## src/rtl/rf_wb_arbiter_if.sv

```systemverilog
// Writeback bus between the two result sources, the arbiter and the RF write/read-check ports.
// The slave side is the arbiter; the master side represents the core driving requests.
interface rf_wb_arbiter_if;
    logic        p0_valid;
    logic        p0_ready;
    logic [4:0]  p0_waddr;
    logic [31:0] p0_wdata;
    logic        p1_valid;
    logic        p1_ready;
    logic [4:0]  p1_waddr;
    logic [31:0] p1_wdata;
    logic        rd_wen;
    logic [4:0]  rd_waddr;
    logic [31:0] rd_wdata;
    logic [4:0]  rs1_raddr;
    logic [4:0]  rs2_raddr;
    logic        rs1_hazard;
    logic        rs2_hazard;

    modport slave (
        input  p0_valid, p0_waddr, p0_wdata,
        input  p1_valid, p1_waddr, p1_wdata,
        input  rs1_raddr, rs2_raddr,
        output p0_ready, p1_ready,
        output rd_wen, rd_waddr, rd_wdata,
        output rs1_hazard, rs2_hazard
    );

    modport master (
        output p0_valid, p0_waddr, p0_wdata,
        output p1_valid, p1_waddr, p1_wdata,
        output rs1_raddr, rs2_raddr,
        input  p0_ready, p1_ready,
        input  rd_wen, rd_waddr, rd_wdata,
        input  rs1_hazard, rs2_hazard
    );
endinterface

```

## src/rtl/rf_wb_arbiter.sv

```systemverilog
// Two-source writeback arbiter for the RF write port: fixed priority to port 0 with a
// starvation counter guaranteeing port 1 progress, a registered write stage and RAW hazard flags.
module rf_wb_arbiter #(
    parameter int STARVE_LIMIT = 3
) (
    input  logic           i_clk,
    input  logic           i_rst_n,
    rf_wb_arbiter_if.slave bus
);
    localparam logic [3:0] LIMIT = 4'(STARVE_LIMIT);

    logic [3:0]  starve_cnt;
    logic        grant_p0;
    logic        grant_p1;
    logic        hs;
    logic [4:0]  win_waddr;
    logic [31:0] win_wdata;

    // Port 1 wins when starved or when port 0 is idle.
    always_comb begin
        grant_p1  = bus.p1_valid && ((starve_cnt == LIMIT) || !bus.p0_valid);
        grant_p0  = bus.p0_valid && !grant_p1;
        hs        = grant_p0 || grant_p1;
        win_waddr = grant_p1 ? bus.p1_waddr : bus.p0_waddr;
        win_wdata = grant_p1 ? bus.p1_wdata : bus.p0_wdata;
    end

    assign bus.p0_ready = grant_p0;
    assign bus.p1_ready = grant_p1;

    always_ff @(posedge i_clk or negedge i_rst_n) begin
        if (!i_rst_n) begin
            starve_cnt <= '0;
        end else if (!bus.p1_valid || grant_p1) begin
            starve_cnt <= '0;
        end else if (starve_cnt != LIMIT) begin
            starve_cnt <= starve_cnt + 4'd1;
        end
    end

    // x0 writes complete the handshake but never enable the RF.
    always_ff @(posedge i_clk or negedge i_rst_n) begin
        if (!i_rst_n) begin
            bus.rd_wen   <= 1'b0;
            bus.rd_waddr <= '0;
            bus.rd_wdata <= '0;
        end else begin
            bus.rd_wen <= hs && (win_waddr != 5'd0);
            if (hs) begin
                bus.rd_waddr <= win_waddr;
                bus.rd_wdata <= win_wdata;
            end
        end
    end

    function automatic logic hazard(input logic [4:0] rs);
        return (rs != 5'd0) &&
               ((bus.rd_wen   && (bus.rd_waddr == rs)) ||
                (bus.p0_valid && (bus.p0_waddr == rs)) ||
                (bus.p1_valid && (bus.p1_waddr == rs)));
    endfunction

    assign bus.rs1_hazard = hazard(bus.rs1_raddr);
    assign bus.rs2_hazard = hazard(bus.rs2_raddr);
endmodule
```

## src/flat_wrapper.sv

```systemverilog
// flat-port wrapper written by rule: the top's interface ports become plain ports
module rf_wb_arbiter_flat 
#(
    parameter int STARVE_LIMIT = 3
)
  (i_clk, i_rst_n, bus_p0_valid, bus_p0_waddr, bus_p0_wdata, bus_p1_valid, bus_p1_waddr, bus_p1_wdata, bus_rs1_raddr, bus_rs2_raddr, bus_p0_ready, bus_p1_ready, bus_rd_wen, bus_rd_waddr, bus_rd_wdata, bus_rs1_hazard, bus_rs2_hazard);
  rf_wb_arbiter_if bus_i ();
  input  logic i_clk;
  input  logic i_rst_n;
  input wire logic [$bits(bus_i.p0_valid)-1:0] bus_p0_valid;
  input wire logic [$bits(bus_i.p0_waddr)-1:0] bus_p0_waddr;
  input wire logic [$bits(bus_i.p0_wdata)-1:0] bus_p0_wdata;
  input wire logic [$bits(bus_i.p1_valid)-1:0] bus_p1_valid;
  input wire logic [$bits(bus_i.p1_waddr)-1:0] bus_p1_waddr;
  input wire logic [$bits(bus_i.p1_wdata)-1:0] bus_p1_wdata;
  input wire logic [$bits(bus_i.rs1_raddr)-1:0] bus_rs1_raddr;
  input wire logic [$bits(bus_i.rs2_raddr)-1:0] bus_rs2_raddr;
  output wire logic [$bits(bus_i.p0_ready)-1:0] bus_p0_ready;
  output wire logic [$bits(bus_i.p1_ready)-1:0] bus_p1_ready;
  output wire logic [$bits(bus_i.rd_wen)-1:0] bus_rd_wen;
  output wire logic [$bits(bus_i.rd_waddr)-1:0] bus_rd_waddr;
  output wire logic [$bits(bus_i.rd_wdata)-1:0] bus_rd_wdata;
  output wire logic [$bits(bus_i.rs1_hazard)-1:0] bus_rs1_hazard;
  output wire logic [$bits(bus_i.rs2_hazard)-1:0] bus_rs2_hazard;
  assign bus_i.p0_valid = bus_p0_valid;
  assign bus_i.p0_waddr = bus_p0_waddr;
  assign bus_i.p0_wdata = bus_p0_wdata;
  assign bus_i.p1_valid = bus_p1_valid;
  assign bus_i.p1_waddr = bus_p1_waddr;
  assign bus_i.p1_wdata = bus_p1_wdata;
  assign bus_i.rs1_raddr = bus_rs1_raddr;
  assign bus_i.rs2_raddr = bus_rs2_raddr;
  assign bus_p0_ready = bus_i.p0_ready;
  assign bus_p1_ready = bus_i.p1_ready;
  assign bus_rd_wen = bus_i.rd_wen;
  assign bus_rd_waddr = bus_i.rd_waddr;
  assign bus_rd_wdata = bus_i.rd_wdata;
  assign bus_rs1_hazard = bus_i.rs1_hazard;
  assign bus_rs2_hazard = bus_i.rs2_hazard;
  rf_wb_arbiter #(.STARVE_LIMIT(STARVE_LIMIT)) u_core (.i_clk(i_clk), .i_rst_n(i_rst_n), .bus(bus_i));
endmodule
```

## config.mk

```make
export PLATFORM = sky130hd
export DESIGN_NAME = rf_wb_arbiter_flat
export DESIGN_NICKNAME = d
export VERILOG_FILES = /design/src/rtl/rf_wb_arbiter_if.sv /design/src/rtl/rf_wb_arbiter.sv /design/src/flat_wrapper.sv
export SDC_FILE = /design/constraint.sdc
export NUM_CORES = 1
export LEC_CHECK = 0
export ABC_AREA = 0
export CAP_MARGIN = 25
export CORE_ASPECT_RATIO = 0.5
export CORE_UTILIZATION = 35
export DETAILED_ROUTE_END_ITERATION = 10
export PLACE_DENSITY = 0.79
export RECOVER_POWER = 50
export SLEW_MARGIN = 0
export SYNTH_ARGS = -nofsm -noshare
export SYNTH_HDL_FRONTEND = slang
export SYNTH_SLANG_ARGS = --single-unit
```

## constraint.sdc

```tcl
create_clock -name i_clk -period 2.1 [get_ports i_clk]
set_input_delay 0.21 -clock i_clk [delete_from_list [all_inputs] [get_ports i_clk]]
set_output_delay 0.21 -clock i_clk [all_outputs]
set_load 0.005 [all_outputs]
```

==> impl_metrics.env <==
export IMPL_clkTransAtPathRegs_ns=0.06
export IMPL_fin_skew_ns=0.005724
export IMPL_setup_viol=0
export IMPL_clk_latency_ns=0.28
export IMPL_synth_area_per_cell_um2=9.489
export IMPL_p_leak_nw=1.729
export IMPL_die_x_um=114.4
export IMPL_syn_inst=233
export IMPL_p_sw_share_pct=25.71
export IMPL_nNetsFinal=470
export IMPL_critical_path_max_stage_delay_ns=0.51
export IMPL_syn_num_nets=322
export IMPL_layout_cells_most_common="clkdlybuf4s50_1"
export IMPL_r2r_end="u_core.bus.rd_wdata[11]"
export IMPL_cp_slowest_cell="clkdlybuf4s50_1"
export IMPL_synth_area_um2=2211
export IMPL_cts_tree="done"
export IMPL_place_gp_congestion=0.9347
export IMPL_core_area_um2=6081
export IMPL_dieArea_um2=6658
export IMPL_final_util_pct=63.31
export IMPL_final_cell_mix="95 x clkdlybuf4s50_1, 71 x nand2_1, 38 x dfrtp_1"
export IMPL_area_growth_pct=74.14
export IMPL_maxCapViolCount=0
export IMPL_crit_family="buffers and inverters"
export IMPL_n_fill_cell=505
export IMPL_portBuffers=129
export IMPL_path_cells="ha_1, nand4bb_1, nand2_1, inv_2, clkdlybuf4s50_1"
export IMPL_drtPass1Iterations=4
export IMPL_finalSetupTns_ns=0
export IMPL_hold_buffers=0
export IMPL_hpwl_mm=5.275
export IMPL_grt_use_met2_pct=39.22
export IMPL_cp_start_kind="flip-flop"
export IMPL_p_switching_w=0.0005813
export IMPL_pin_count=130
export IMPL_arrival_ns=1.73
export IMPL_grt_usage_pct=21.97
export IMPL_end_kind="primary output"
export IMPL_ant_nets=0
export IMPL_rsz0062_at_grt="no"
export IMPL_grtUsageMet3_pct=4.393
export IMPL_synth_seq_cells=42
export IMPL_status="complete, no violations"
export IMPL_grt_pass1_vias=2384
export IMPL_avgViaCountPerCell=4.813
export IMPL_critPathLaunch="u_core.starve_cnt[0]"
export IMPL_antenna_cells=0
export IMPL_r2r_cells=6
export IMPL_vias=2262
export IMPL_die_h_um=58.20
export IMPL_p_int_w=0.001680
export IMPL_critPathBufInv=2
export IMPL_overflow=0
export IMPL_drc=0
export IMPL_clkPwrFrac_pct=32.9
export IMPL_grt_antenna_before_repair=0
export IMPL_use_met1_pct=25.74
export IMPL_r2r_start="u_core.starve_cnt[0]"
export IMPL_max_freq_mhz=515.2
export IMPL_cts_made_buffers=5
export IMPL_num_rows=20
export IMPL_htree_num_levels=2
export IMPL_cts_buffer_depth=2
export IMPL_seq_area_frac_synth_pct=47.54
export IMPL_grt_max_degree=43
export IMPL_cp_max_fo=3
export IMPL_multi_input_area_um2=1099
export IMPL_min_path_type="in -> async"
export IMPL_power_frac_comb_pct=26.0
export IMPL_min_period_over_period_pct=92.42
export IMPL_drt_initial_drc_count=112
export IMPL_path_class="reg -> out"
export IMPL_top_usage_layer="met2"
export IMPL_cts_sinks=42
export IMPL_fin_total_pwr_w=0.002261
export IMPL_pre_cts_ws_ns=-0.1646
export IMPL_synth_warnings=0
export IMPL_maxSlewHeadroom_pct=31.98
export IMPL_drive_above_1_share_pct=9.948
export IMPL_synth_cell_type_count=23
export IMPL_peakVddDrop_v=0.0002881
export IMPL_tightestPinTransition_ns=1.020
export IMPL_worst_r2r_setup_slack_ns=0.28
export IMPL_p_per_area_nw_per_um2=587.4
export IMPL_hold_viol_final=0
export IMPL_start_util_pct=36.36
export IMPL_post_drt_wl_per_cell_um=14.84
export IMPL_setup_slack_ns=0.1592
export IMPL_period_minus_slack_ns=1.941
export IMPL_worst_ep_required_time_ns=1.89
export IMPL_seq_area_um2=1056
export IMPL_grt_pass1_wl_mm=11.20
export IMPL_drt_total_wl_mm=6.973
export IMPL_seqPwrFrac_pct=41.1
export IMPL_root_buffer="clkbuf_16"
export IMPL_drv_slew=0
[cell type report]
| class | count | area share [%] |
|---|---|---|
| tap | 88 | 2.860 |
| sequential | 42 | 27.43 |
| clock inverter | 2 | 0.3575 |
| inverter | 3 | 0.2925 |
| clock buffer | 6 | 3.347 |
| timing repair buffer | 151 | 37.18 |
| multi-input combinational | 178 | 28.53 |
[Yosys cell counts]
| master | count | share of area, % |
|---|---|---|
| buf_2 | 3 | 0.68 |
| or3b_1 | 1 | 0.40 |
| a22oi_1 | 32 | 11 |
| a21oi_1 | 2 | 0.45 |
| nor4_1 | 6 | 1.7 |
| buf_4 | 3 | 1.0 |
| a21boi_2 | 1 | 0.51 |
| xor2_1 | 27 | 11 |
| ha_1 | 1 | 0.57 |
| or4_1 | 4 | 1.4 |
| o221a_1 | 5 | 2.5 |
| a32oi_1 | 2 | 0.79 |
| mux2i_1 | 5 | 2.3 |
| o21ai_1 | 2 | 0.45 |
| inv_1 | 1 | 0.17 |
| xnor2_1 | 5 | 2.0 |
| dfrtp_1 | 42 | 48 |
| clkbuf_1 | 4 | 0.68 |
| inv_2 | 2 | 0.34 |
| nand4bb_1 | 1 | 0.51 |
| nand2_1 | 71 | 12 |
| nor2_1 | 9 | 1.5 |
| nand3_1 | 4 | 0.91 |
[how the worst max path moves through the flow]
stage	cells past startpoint	slack, ns	to
finish	5	0.16	bus_p0_ready
floorplan	6	0.52	u_core.bus.rd_wdata[10]
global placement	6	-0.09	bus_rs1_hazard
detailed placement	6	-0.16	bus_rs2_hazard
global route	5	0.06	bus_rs1_hazard
CTS	5	0.17	bus_p0_ready
[cells by family (layout without fill, tap and decap cells)]
| kind of cell | after synthesis | in the layout | synth area share, % |
|---|---|---|---|
| AND/OR/NAND/NOR | 96 | 96 | 18.45 |
| AO/OA/AOI/OAI | 44 | 44 | 15.62 |
| flip-flops | 42 | 42 | 47.54 |
| XOR/XNOR | 32 | 32 | 12.68 |
| buffers and inverters | 13 | 162 | 2.886 |
| multiplexers | 5 | 5 | 2.264 |
| adder cells (fa/ha/maj) | 1 | 1 | 0.5658 |
[flip-flops by register name, summed over array words and instances (netlist names)]
register	flops
u_core.starve_cnt	4
u_core.bus.rd_wen	1
u_core.bus.rd_waddr	5
u_core.bus.rd_wdata	32
[power by group through the flow]
stage	Clock [W]	Combinational, W	Sequential (W)
6_report	0.000744	0.000589	0.000928
3_3_place_gp	0	0.000583	0.000946
2_1_floorplan	0	0.000175	0.000945
5_1_grt	0.000791	0.000638	0.000938
4_1_cts	0.000760	0.000605	0.000930
3_5_place_dp	0	0.000600	0.000947
[worst register-to-register path, stage by stage, from the launching register on]
cell and delay [ns]:
dfrtp_1 0.37, ha_1 0.21, or3b_1 0.40, a21boi_2 0.16, buf_4 0.35, a22oi_1 0.18, nand2_1 0.10
[repair_timing]
action,CTS,global route
setup buffers,3,0
gates resized for setup,21,0
setup endpoints to repair,3,0
[through the flow]
stage          hold slack, ns  cell area (um2)  std cells
5_1_grt                0.1964             3850        470
3_5_place_dp           0.3950             3700        459
4_1_cts               0.09615             3852        470
2_1_floorplan        -0.08559             2211        233
6_report              0.09989             3850        470
3_3_place_gp           0.3778             3700        459
[routing by layer]
metal / part of all wire [%] / vias up / wire (um)
met4: 2.9 / 0 / 200
met5: 0 / - / 0
met2: 51 / 65 / 3568
met3: 4.5 / 22 / 316
met1: 41 / 1062 / 2888
li1: - / 1113 / -
(Power assumes the default switching activity.)
